[src/rtl/rect_scheduler_if.sv]
// Configuration port of rect_scheduler: descriptor writes, commit request and commit status.
// The client side uses the master modport, the scheduler uses the slave modport.
interface rect_scheduler_if #(
    parameter int unsigned COORDWID = 10,
    parameter int unsigned NRECT    = 4
);
    localparam int unsigned IdxW = $clog2(NRECT);

    logic                cfg_valid;
    logic                cfg_ready;
    logic [IdxW-1:0]     cfg_idx;
    logic                cfg_en;
    logic [COORDWID-1:0] cfg_x0;
    logic [COORDWID-1:0] cfg_y0;
    logic [COORDWID-1:0] cfg_x1;
    logic [COORDWID-1:0] cfg_y1;
    logic [11:0]         cfg_color;
    logic                cfg_commit;
    logic                commit_done;

    modport master (
        output cfg_valid, cfg_idx, cfg_en, cfg_x0, cfg_y0, cfg_x1, cfg_y1, cfg_color, cfg_commit,
        input  cfg_ready, commit_done
    );

    modport slave (
        input  cfg_valid, cfg_idx, cfg_en, cfg_x0, cfg_y0, cfg_x1, cfg_y1, cfg_color, cfg_commit,
        output cfg_ready, commit_done
    );
endinterface

[src/rtl/rect_scheduler.sv]
// Frame-synchronous rectangle layer: shadow/active descriptor banks swapped at frame_tick,
// and a 2-stage per-pixel hit test with lowest-index priority.
module rect_scheduler #(
    parameter int unsigned COORDWID = 10,
    parameter int unsigned NRECT    = 4,
    parameter logic [11:0] BG_COLOR = 12'h142
) (
    input  logic                     pix_clk,
    input  logic                     rst_pix_n,
    input  logic [COORDWID-1:0]      sx,
    input  logic [COORDWID-1:0]      sy,
    input  logic                     de,
    input  logic                     frame_tick,
    rect_scheduler_if.slave          cfg,
    output logic                     pix_de,
    output logic [11:0]              pix_color,
    output logic                     pix_hit,
    output logic [$clog2(NRECT)-1:0] pix_idx
);
    localparam int unsigned IdxW = $clog2(NRECT);

    typedef struct packed {
        logic                en;
        logic [COORDWID-1:0] x0;
        logic [COORDWID-1:0] y0;
        logic [COORDWID-1:0] x1;
        logic [COORDWID-1:0] y1;
        logic [11:0]         color;
    } desc_t;

    typedef enum logic {StOpen, StPend} state_e;

    state_e state_q;
    logic   commit_done_q;
    desc_t  shadow_q [NRECT];
    desc_t  active_q [NRECT];

    logic wr_en;
    assign wr_en           = cfg.cfg_valid && (state_q == StOpen);
    assign cfg.cfg_ready   = (state_q == StOpen);
    assign cfg.commit_done = commit_done_q;

    always_ff @(posedge pix_clk or negedge rst_pix_n) begin
        if (!rst_pix_n) begin
            for (int i = 0; i < NRECT; i++) shadow_q[i] <= '0;
        end else if (wr_en) begin
            shadow_q[cfg.cfg_idx] <= '{en: cfg.cfg_en, x0: cfg.cfg_x0, y0: cfg.cfg_y0,
                                       x1: cfg.cfg_x1, y1: cfg.cfg_y1, color: cfg.cfg_color};
        end
    end

    // A tick arriving with the commit itself is not the boundary for that commit.
    always_ff @(posedge pix_clk or negedge rst_pix_n) begin
        if (!rst_pix_n) begin
            state_q       <= StOpen;
            commit_done_q <= 1'b0;
            for (int i = 0; i < NRECT; i++) active_q[i] <= '0;
        end else begin
            commit_done_q <= 1'b0;
            unique case (state_q)
                StOpen: begin
                    if (cfg.cfg_commit) state_q <= StPend;
                end
                StPend: begin
                    if (frame_tick) begin
                        for (int i = 0; i < NRECT; i++) active_q[i] <= shadow_q[i];
                        state_q       <= StOpen;
                        commit_done_q <= 1'b1;
                    end
                end
            endcase
        end
    end

    // Stage 1: per-rectangle hit vector plus the colours stage 2 will choose from.
    logic [NRECT-1:0] hit_d;
    logic [NRECT-1:0] hit1_q;
    logic [11:0]      color1_q [NRECT];
    logic             de1_q;

    always_comb begin
        hit_d = '0;
        for (int i = 0; i < NRECT; i++) begin
            hit_d[i] = active_q[i].en &&
                       (sx >= active_q[i].x0) && (sx < active_q[i].x1) &&
                       (sy >= active_q[i].y0) && (sy < active_q[i].y1);
        end
    end

    always_ff @(posedge pix_clk or negedge rst_pix_n) begin
        if (!rst_pix_n) begin
            hit1_q <= '0;
            de1_q  <= 1'b0;
            for (int i = 0; i < NRECT; i++) color1_q[i] <= '0;
        end else begin
            hit1_q <= hit_d;
            de1_q  <= de;
            for (int i = 0; i < NRECT; i++) color1_q[i] <= active_q[i].color;
        end
    end

    // Stage 2: scan from the top so the lowest set index is the one left standing.
    logic            win_hit;
    logic [IdxW-1:0] win_idx;
    logic [11:0]     win_color;

    always_comb begin
        win_hit   = 1'b0;
        win_idx   = '0;
        win_color = '0;
        for (int i = NRECT - 1; i >= 0; i--) begin
            if (hit1_q[i]) begin
                win_hit   = 1'b1;
                win_idx   = IdxW'(i);
                win_color = color1_q[i];
            end
        end
    end

    always_ff @(posedge pix_clk or negedge rst_pix_n) begin
        if (!rst_pix_n) begin
            pix_de    <= 1'b0;
            pix_hit   <= 1'b0;
            pix_idx   <= '0;
            pix_color <= '0;
        end else begin
            pix_de    <= de1_q;
            pix_hit   <= de1_q && win_hit;
            pix_idx   <= (de1_q && win_hit) ? win_idx : '0;
            pix_color <= !de1_q ? 12'h000 : (win_hit ? win_color : BG_COLOR);
        end
    end
endmodule

[src/flat_wrapper.sv]
// flat-port wrapper written by rule: the top's interface ports become plain ports
module rect_scheduler_flat 
#(
    parameter int unsigned COORDWID = 10,
    parameter int unsigned NRECT    = 4,
    parameter logic [11:0] BG_COLOR = 12'h142
)
  (pix_clk, rst_pix_n, sx, sy, de, frame_tick, pix_de, pix_color, pix_hit, pix_idx, cfg_cfg_valid, cfg_cfg_idx, cfg_cfg_en, cfg_cfg_x0, cfg_cfg_y0, cfg_cfg_x1, cfg_cfg_y1, cfg_cfg_color, cfg_cfg_commit, cfg_cfg_ready, cfg_commit_done);
  rect_scheduler_if #(.COORDWID(COORDWID), .NRECT(NRECT)) cfg_i ();
  input  logic pix_clk;
  input  logic rst_pix_n;
  input  logic [COORDWID-1:0] sx;
  input  logic [COORDWID-1:0] sy;
  input  logic de;
  input  logic frame_tick;
  output logic pix_de;
  output logic [11:0] pix_color;
  output logic pix_hit;
  output logic [$clog2(NRECT)-1:0] pix_idx;
  input wire logic [$bits(cfg_i.cfg_valid)-1:0] cfg_cfg_valid;
  input wire logic [$bits(cfg_i.cfg_idx)-1:0] cfg_cfg_idx;
  input wire logic [$bits(cfg_i.cfg_en)-1:0] cfg_cfg_en;
  input wire logic [$bits(cfg_i.cfg_x0)-1:0] cfg_cfg_x0;
  input wire logic [$bits(cfg_i.cfg_y0)-1:0] cfg_cfg_y0;
  input wire logic [$bits(cfg_i.cfg_x1)-1:0] cfg_cfg_x1;
  input wire logic [$bits(cfg_i.cfg_y1)-1:0] cfg_cfg_y1;
  input wire logic [$bits(cfg_i.cfg_color)-1:0] cfg_cfg_color;
  input wire logic [$bits(cfg_i.cfg_commit)-1:0] cfg_cfg_commit;
  output wire logic [$bits(cfg_i.cfg_ready)-1:0] cfg_cfg_ready;
  output wire logic [$bits(cfg_i.commit_done)-1:0] cfg_commit_done;
  assign cfg_i.cfg_valid = cfg_cfg_valid;
  assign cfg_i.cfg_idx = cfg_cfg_idx;
  assign cfg_i.cfg_en = cfg_cfg_en;
  assign cfg_i.cfg_x0 = cfg_cfg_x0;
  assign cfg_i.cfg_y0 = cfg_cfg_y0;
  assign cfg_i.cfg_x1 = cfg_cfg_x1;
  assign cfg_i.cfg_y1 = cfg_cfg_y1;
  assign cfg_i.cfg_color = cfg_cfg_color;
  assign cfg_i.cfg_commit = cfg_cfg_commit;
  assign cfg_cfg_ready = cfg_i.cfg_ready;
  assign cfg_commit_done = cfg_i.commit_done;
  rect_scheduler #(.COORDWID(COORDWID), .NRECT(NRECT), .BG_COLOR(BG_COLOR)) u_core (.pix_clk(pix_clk), .rst_pix_n(rst_pix_n), .sx(sx), .sy(sy), .de(de), .frame_tick(frame_tick), .cfg(cfg_i), .pix_de(pix_de), .pix_color(pix_color), .pix_hit(pix_hit), .pix_idx(pix_idx));
endmodule
[config.mk]
export PLATFORM = sky130hd
export DESIGN_NAME = rect_scheduler_flat
export DESIGN_NICKNAME = d
export VERILOG_FILES = /design/src/rtl/rect_scheduler_if.sv /design/src/rtl/rect_scheduler.sv /design/src/flat_wrapper.sv
export SDC_FILE = /design/constraint.sdc
export NUM_CORES = 1
export LEC_CHECK = 0
export ABC_AREA = 1
export CAP_MARGIN = 20
export CORE_MARGIN = 3
export CORE_UTILIZATION = 60
export CTS_BUF_LIST = sky130_fd_sc_hd__clkbuf_16
export DETAILED_ROUTE_END_ITERATION = 6
export GPL_ROUTABILITY_DRIVEN = 0
export PLACE_DENSITY = 0.79
export SYNTH_ARGS = -nofsm -noshare
export SYNTH_HDL_FRONTEND = slang
export SYNTH_SLANG_ARGS = --single-unit
[constraint.sdc]
create_clock -name pix_clk -period 1.6 [get_ports pix_clk]
set_clock_uncertainty 0.05 [all_clocks]
set_input_delay 0.32 -clock pix_clk [delete_from_list [all_inputs] [get_ports pix_clk]]
set_output_delay 0.32 -clock pix_clk [all_outputs]
set_load 0.01 [all_outputs]
# Yosys cells after proc, flatten, opt, wreduce, memory -nomap -nowiden
# Cells that the tools add are included.
# classes
reduce_logical	20
eq_ne	0
div	0
multipliers	0
addsub	0
bitwise	2
shift	0
order_cmp	18
muxes	23
# op_table
cell	count
212-bit bitwise mux	1
53-bit demux with 2-bit select	1
10-bit greater-or-equal comparator	8
10-bit < comparator	8
12-bit two-way mux	6
53-bit two-way mux	1
1-bit logical AND	19
2-bit two-way mux	5
1-bit two-way mux	8
3-bit greater-or-equal comparator (second input constant)	1
3-bit by 1-bit < comparator with 1-bit output (second input constant)	1
2-bit NOT with 3-bit output	1
1-bit case mux with 2 select lines	1
2-bit AND reduction	1
1-bit NOT	1
# word_totals
mem_count	0
mem_bits_rw	0
latchBits	0
word_cells	123
in_bits	81
output_inout_bits	18
register_bits	495
romBits	0

# Logic depth before layout (Yosys ltp)
# Gate-level depths: netlist of the first run.
# logic_depth
depth_word	6
ltp_mapped	12
mapped_depth_nobuf	12

# Worst setup path before layout of the first run
# OpenSTA, ideal clock, no wires.
# synth_timing
kind	register to register
startpoint	register u_core.state_q
endpoint	register u_core.shadow_q[32] in the netlist's numbering
setup_time_ps	134
required_time_ps	1416
path_slack_ps	284
synth_period_minus_slack_ps	1316
t_arrival_ps	1133
stages_incl_launch_ff	7
path_buffers	2
path_cell_list	dfrtp_1 nor2_4 nand3_2 buf_4 buf_6 nand2_1 o21ai_0
# synth_via
elab_chain_len	2
# synth_rtl
element	line_no	rtl
start, declared	rect_scheduler.sv:33	state_e state_q;
start signal, assigned	rect_scheduler.sv:55	state_q <= StOpen;
start signal, assigned	rect_scheduler.sv:62	if (cfg.cfg_commit) state_q <= StPend;
start signal, assigned	rect_scheduler.sv:67	state_q <= StOpen;
1-bit NOT	rect_scheduler.sv:39	assign wr_en = cfg.cfg_valid && (state_q == StOpen);
1-bit logical AND	rect_scheduler.sv:39	
end signal, assigned by index	rect_scheduler.sv:47	shadow_q[cfg.cfg_idx] <= '{en: cfg.cfg_en, x0: cfg.cfg_x0, y0: cfg.cfg_y0,
end, declared	rect_scheduler.sv:35	desc_t shadow_q [NRECT];
# Every way passes these cells.
# A chain may end at the register's enable or synchronous reset.

# Final worst setup path of the first run
# layout_timing
startpoint	register, netlist name u_core.active_q[209]
endpoint	register u_core.hit1_q[0]
# layout_via
elab_chain_len	5
# layout_rtl
element	line_no	rtl
10-bit greater-or-equal comparator	rect_scheduler.sv:85	(sx >= active_q[i].x0) && (sx < active_q[i].x1) &&
1-bit logical AND	rect_scheduler.sv:84	hit_d[i] = active_q[i].en &&
1-bit logical AND (2 in series)	rect_scheduler.sv:85	
1-bit logical AND	rect_scheduler.sv:86	(sy >= active_q[i].y0) && (sy < active_q[i].y1);
net u_core.hit_d[0]	rect_scheduler.sv:76	logic [NRECT-1:0] hit_d;
end signal, assigned	rect_scheduler.sv:96	hit1_q <= hit_d;
end, declared	rect_scheduler.sv:77	logic [NRECT-1:0] hit1_q;
# The timed path passes the listed nets, and every way through them passes these cells.

==> results.toml, run 1 <==
[pwr]
p_per_area_nw_per_um2 = 1517
power_mw = 39.73
peakVddDrop_uv = 1038
leakage_nw = 13.04

[sta]
slew_headroom_pct = 66.75
worst_pin_slew_ns = 0.4988
fin_ws_ns = -0.1282
hold_viol_final = 0
timing.final.crit_share_pct = 108.0
maxSlewViolCount = 0
fmax_mhz = 578.6
setup_viol = 6
min_period_ns = 1.728
whs_ns = 0.1144
rsz0062_at_grt = "true"

[floorplanning]
rows = 68
initial_core_util_pct = 61.71
core-area_sq_um = 34970
die_y_um = 195.6
pin_count = 99
die_w_um = 195.6
die_area_sq_um = 38280

[status]
status = "finished with violations"
violations = "design-rule violations, negative setup slack"

[clock_network]
numClockSinks = 495
cts_root_buffer = "clkbuf_16"
clkTransAtPathRegs_ns = 0.06
cts_max_level = 2
clockBufferDepth = 3
clk_latency_ns = 0.59
cts_tree = "built"
numCtsBuffers = 49

[finish]
fin_nets = 2719
layout_commonest_cell = "nand2_1"
final_cell_mix = "713 x nand2_1, 494 x dfrtp_1, 332 x o21ai_0"
fin_util_pct = 74.91
fillCellCount = 2174
layout-drive-gt1-share_pct = 12.96
n_antenna_cell = 0
regArea_sq_um = 12390
multiInputGateArea_sq_um = 8427
synthToLayoutAreaGrowth_pct = 21.40

[drt]
ant_nets = 0
drc = 8
viasPerCell = 5.792
avgRoutedWirePerCell_um = 19.09
drtIter0Drc = 1640
vias = 17250
firstDrtPassIters = 7
drt-total-wl_um = 56860

[grt]
grt_overflow = 0
antenna_found_initial = 0
grt_max_degree = 92
grt_pass1_vias = 17380
gr-usage-all-layers_pct = 27.93
grt_pass1_wl_um = 86800

[setup_path]
critPathRequiredTime_ns = 2.03
r2r_cells = 8
cp_cell_sequence = "inv_2, ha_1, nand2_2, inv_1, a21oi_1, nand4_1, nand4_1, nor2_1"
worst_path_max_delay_cell = "dfrtp_1"
cp_num_buf_inv = 2
cp_slowest_stage_delay_ns = 0.37
cp.arrival_ns = 2.16
cp-start-kind = "register"
path_class = "reg -> reg"
path_depth = 8
critPathMaxFanout = 2
cpMostUsedCell = "nand4_1"
crit_family = "simple AND/OR/NAND/NOR gates"
crit_path_end_kind = "register"

[synth]
ys_warn_count = 0
synth_area_sq_um = 21580
syn_inst = 2334
synth_seq_cells = 495
syn_nets = 2567
ys_seq_area_share_pct = 57.40
syn_area_per_cell_sq_um = 9.246
synth_cell_types = 29

[placement]
portBuffers = 98
dp_hpwl_um = 34900
place_ws_ns = -0.9331

[worst_hold_path]
min_path_type = "in -> async"

[job]
drv_cap = 0
==> report_power, final <==
group	switching, mW	leakage, nW	total, mW	internal, mW
Sequential	1.83	6.32	17.9	16.1
Combinational	6.01	5.86	9.96	3.95
Clock	4.96	0.852	11.9	6.90
==> flip-flops by register name (all words and copies together) (netlist names) <==
signal,flops
u_core.pix_idx,2
u_core.pix_de,1
u_core.shadow_q,212
u_core.de1_q,1
u_core.hit1_q,4
u_core.color1_q,48
u_core.cfg.commit_done,1
u_core.pix_hit,1
u_core.state_q,1
u_core.pix_color,12
u_core.active_q,212
==> final timing paths <==
kind	slack [ns]	end	from
setup / recovery	-0.13	u_core.hit1_q[0]	u_core.active_q[209]
hold / removal	0.11	u_core.active_q[150]	rst_pix_n
setup reg to reg	-0.13	u_core.hit1_q[0]	u_core.active_q[209]
hold reg to reg	0.32	u_core.color1_q[47]	u_core.active_q[170]
max in group asynchronous	0.67	u_core.hit1_q[2]	rst_pix_n
min in group pix_clk	0.14	u_core.de1_q	de
==> routing by layer <==
| layer | wire length, um | vias to the layer above | track usage, % |
|---|---|---|---|
| met5 | 0 | - | 0 |
| met4 | 2536 | 0 | 10.64 |
| met3 | 4478 | 219 | 4.641 |
| met2 | 27670 | 839 | 46.89 |
| met1 | 22180 | 8426 | 36.85 |
| li1 | - | 7770 | - |
==> through the flow <==
stage / std cells / TNS [ns] / instance area (sq um)
3_3_place_gp: 2878 / -41.98 / 23700
5_1_grt: 2979 / -0.7738 / 26200
3_5_place_dp: 2878 / -54.04 / 23700
2_1_floorplan: 2334 / 0 / 21580
4_1_cts: 2973 / 0 / 25590
6_report: 2979 / -0.2830 / 26200
==> kinds of logic (layout without fill, tap and decap cells) <==
kind of cell	count (synthesis)	count (layout)	share of synthesized area, %
AOI/OAI and AO/OA	448	448	10.77
adders and majority gates	152	152	8.813
buffers and inverters	356	546	7.045
and+or+nand+nor	883	883	15.97
DFF	495	495	57.40
==> cell type report <==
cell class	count	area share, %
Clock buffer	49	4.681
Clock inverter	40	1.643
Inverter	258	3.754
Multi-Input combinational cell	1483	32.17
Sequential cell	495	47.29
Tap cell	455	2.173
Timing Repair Buffer	199	8.292
==> cell usage after synthesis <==
master / instances / area [sq um]
o211ai_1: 7 / 52.55
nor2_1: 71 / 266.5
o21a_1: 1 / 7.510
ha_1: 152 / 1902
nand2_1: 749 / 2811
a21boi_0: 4 / 30.03
nand2_2: 4 / 25.02
nand4_1: 8 / 50.05
a21oi_1: 45 / 225.2
nor2_4: 2 / 22.52
nand3_2: 2 / 20.02
a31oi_1: 12 / 75.07
nor3_1: 10 / 50.05
buf_6: 9 / 101.4
buf_4: 20 / 150.1
inv_1: 257 / 964.7
buf_2: 23 / 115.1
o21ai_1: 26 / 130.1
nand3_1: 26 / 130.1
nand3b_1: 1 / 7.510
a21o_1: 7 / 52.55
a211oi_1: 4 / 30.03
nor4_1: 10 / 62.56
o21ai_0: 338 / 1692
clkbuf_2: 10 / 50.05
dfrtp_1: 495 / 12390
clkbuf_1: 36 / 135.1
o21bai_1: 4 / 30.03
inv_2: 1 / 3.750
==> timing repair <==
item                       CTS  global route
hold endpoints to repair   332             0
setup endpoints to repair   23            60
gates cloned                 0             0
pin swaps                   19            51
setup buffers                5             7
resized for setup           91           126
hold buffers                 1             0
Power figures use the tool's default switching activity.
==> run 2: changes to the inputs <==
--- a/config.mk
+++ b/config.mk
@@ -11,7 +11,6 @@
 export CORE_UTILIZATION = 60
 export CTS_BUF_LIST = sky130_fd_sc_hd__clkbuf_16
 export DETAILED_ROUTE_END_ITERATION = 6
-export GPL_ROUTABILITY_DRIVEN = 0
 export PLACE_DENSITY = 0.79
 export SYNTH_ARGS = -nofsm -noshare
 export SYNTH_HDL_FRONTEND = slang
==> results.toml, run 2 (synthesized netlist as in run 1, its figures left out) <==
[status]
status = "finished with violations"
violations = "negative setup slack"

[setup_path]
cp-start-kind = "register"
cp.arrival_ns = 2.10
crit_family = "simple AND/OR/NAND/NOR gates"
ff2ff_setup_slack_ns = -0.09
cp_cell_sequence = "inv_2, ha_4, a21oi_2, nand2_1, nand2_1, nand4_1, nand4_1, nor2_1"
r2r_cells = 8
crit_path_end_kind = "register"
r2r-start = "u_core.active_q[100]"
cp_num_buf_inv = 1
path_class = "reg -> reg"
worst_path_max_delay_cell = "dfrtp_1"
r2r-end = "u_core.hit1_q[2]"
cp_slowest_stage_delay_ns = 0.38
critPathMaxFanout = 2
critPathRequiredTime_ns = 2.01

[drt]
drtIter0Drc = 1529
ant_nets = 0
vias = 16630
drc = 0
firstDrtPassIters = 6
avgRoutedWirePerCell_um = 18.02
viasPerCell = 5.573
drt-total-wl_um = 53760

[clock_network]
cts_tree = "built"
clk_latency_ns = 0.57
cts_max_level = 2
cts_root_buffer = "clkbuf_16"
clkTransAtPathRegs_ns = 0.06
clockBufferDepth = 3
numClockSinks = 495
numCtsBuffers = 49

[grt]
grt_overflow = 0
met3_usage_pct = 4.124
use_met1_pct = 38.17
antenna_found_initial = 0
grt_max_degree = 76
grt_pass1_vias = 16730
met2_usage_pct = 45.57
globalRoute.busiestLayer = "met2"
gr-usage-all-layers_pct = 27.54
grt_pass1_wl_um = 85580

[worst_hold_path]
min_path_cells = 1
min_from = "de"
min_path_type = "in -> reg"
min_to = "u_core.de1_q"

[finish]
synthToLayoutAreaGrowth_pct = 20.03
layout_commonest_cell = "nand2_1"
top_regs = "u_core.active_q (212), u_core.shadow_q (212), u_core.color1_q (48)"
fillCellCount = 2313
layout-drive-gt1-share_pct = 11.08
final_cell_mix = "730 x nand2_1, 494 x dfrtp_1, 327 x o21ai_0"
regArea_sq_um = 12390
multiInputGateArea_sq_um = 8149
fin_nets = 2723
n_antenna_cell = 0

[floorplanning]
initial_core_util_pct = 61.71
pin_count = 99
die_area_sq_um = 38280
die_w_um = 195.6
rows = 68
core-area_sq_um = 34970
die_y_um = 195.6

[sta]
worst_pin_slew_ns = 0.5041
rsz0062_at_grt = "true"
fmax_mhz = 591.7
fin_ws_ns = -0.08992
slew_headroom_pct = 66.36
hold_viol_final = 0
maxSlewViolCount = 0
whs_ns = 0.1610
min_period_ns = 1.690
timing.final.crit_share_pct = 105.6
setup_viol = 3

[pwr]
leakage_nw = 13.04
p_per_area_nw_per_um2 = 1476
power_mw = 38.22
peakVddDrop_uv = 1215

[placement]
portBuffers = 98
gp_congestion = 0.9546
dp_hpwl_um = 35630

[job]
drv_cap = 0
run 2: cell types whose count changed in the layout (fill, tap and decap cells not counted), sizes merged:
| cell | before | now |
|---|---|---|
| clkdlybuf4s15 | 17 | 11 |
| inv | 266 | 270 |
| dlygate4sd2 | 6 | 13 |
| clkbuf | 50 | 53 |
| bufinv | 8 | 5 |
| clkinvlp | 2 | 1 |
run 2: worst max path at each step:
stage,start,endpoint,slack (ns),depth (start not counted)
after floorplan,u_core.state_q,u_core.shadow_q[32],0.28,6
after global placement,sx[9],u_core.hit1_q[3],-0.83,10
after detailed placement,sx[9],u_core.hit1_q[3],-0.81,10
after CTS,u_core.active_q[100],u_core.hit1_q[2],-0.01,8
after global routing,u_core.active_q[100],u_core.hit1_q[2],-0.13,10
final,u_core.active_q[100],u_core.hit1_q[2],-0.09,8
run 2: what timing repair did:
item | CTS | global route
gates resized for setup | 77 | 80
gates cloned | 0 | 3
endpoints found under the setup margin | 22 | 46
pin swaps | 20 | 27
buffers inserted | 2 | 5
endpoints found under the hold margin | 296 | 0
hold buffers | 1 | 0
run 2: per-stage QoR:
step	instances	instance area (sq um)	utilization, %	setup slack [ns]	TNS, ns
2_1_floorplan	2334	21580	-	0.2837	0
3_3_place_gp	2884	23750	67.93	-0.8257	-38.44
3_5_place_dp	2884	23750	67.93	-0.8060	-50.44
4_1_cts	2976	25510	72.94	-0.01090	-0.01936
5_1_grt	2983	25900	74.07	-0.1285	-0.8282
6_report	2983	25900	74.07	-0.08992	-0.1271
run 2: layer usage:
metal	wire length, um	share of wire (%)
met1	22740	42
met4	1638	3.0
met3	3207	6.0
met2	26170	49
met5	0	0
run 2: where the power goes:
group | total, mW | leakage [nW] | switching (mW) | internal [mW]
Combinational | 9.16 | 5.91 | 5.52 | 3.64
Clock | 11.2 | 0.804 | 4.84 | 6.39
Sequential | 17.8 | 6.32 | 1.76 | 16.1
run 2: area by class of cell:
type	count	area share, %
sequential	495	47.83
multi-input combinational	1483	31.46
timing repair buffer	203	8.753
clock buffer	49	4.734
inverter	258	3.768
tap	455	2.198
clock inverter	40	1.261
run 2: worst reg2reg max path: cells and delay by family (launching register included):
| kind | cells | cell delay, ns |
|---|---|---|
| and+or+nand+nor | 5 | 0.65 |
| DFF | 1 | 0.38 |
| buffers and inverters | 1 | 0.10 |
| AOI/OAI and AO/OA | 1 | 0.18 |
| adders and majority gates | 1 | 0.23 |
==> run 3: changes to the inputs <==
--- a/config.mk
+++ b/config.mk
@@ -6,7 +6,6 @@
 export NUM_CORES = 1
 export LEC_CHECK = 0
 export ABC_AREA = 1
-export CAP_MARGIN = 20
 export CORE_MARGIN = 3
 export CORE_UTILIZATION = 60
 export CTS_BUF_LIST = sky130_fd_sc_hd__clkbuf_16
==> results of run 3 <==
Same layout as run 2: the final DEF is identical, and so are final timing and power.
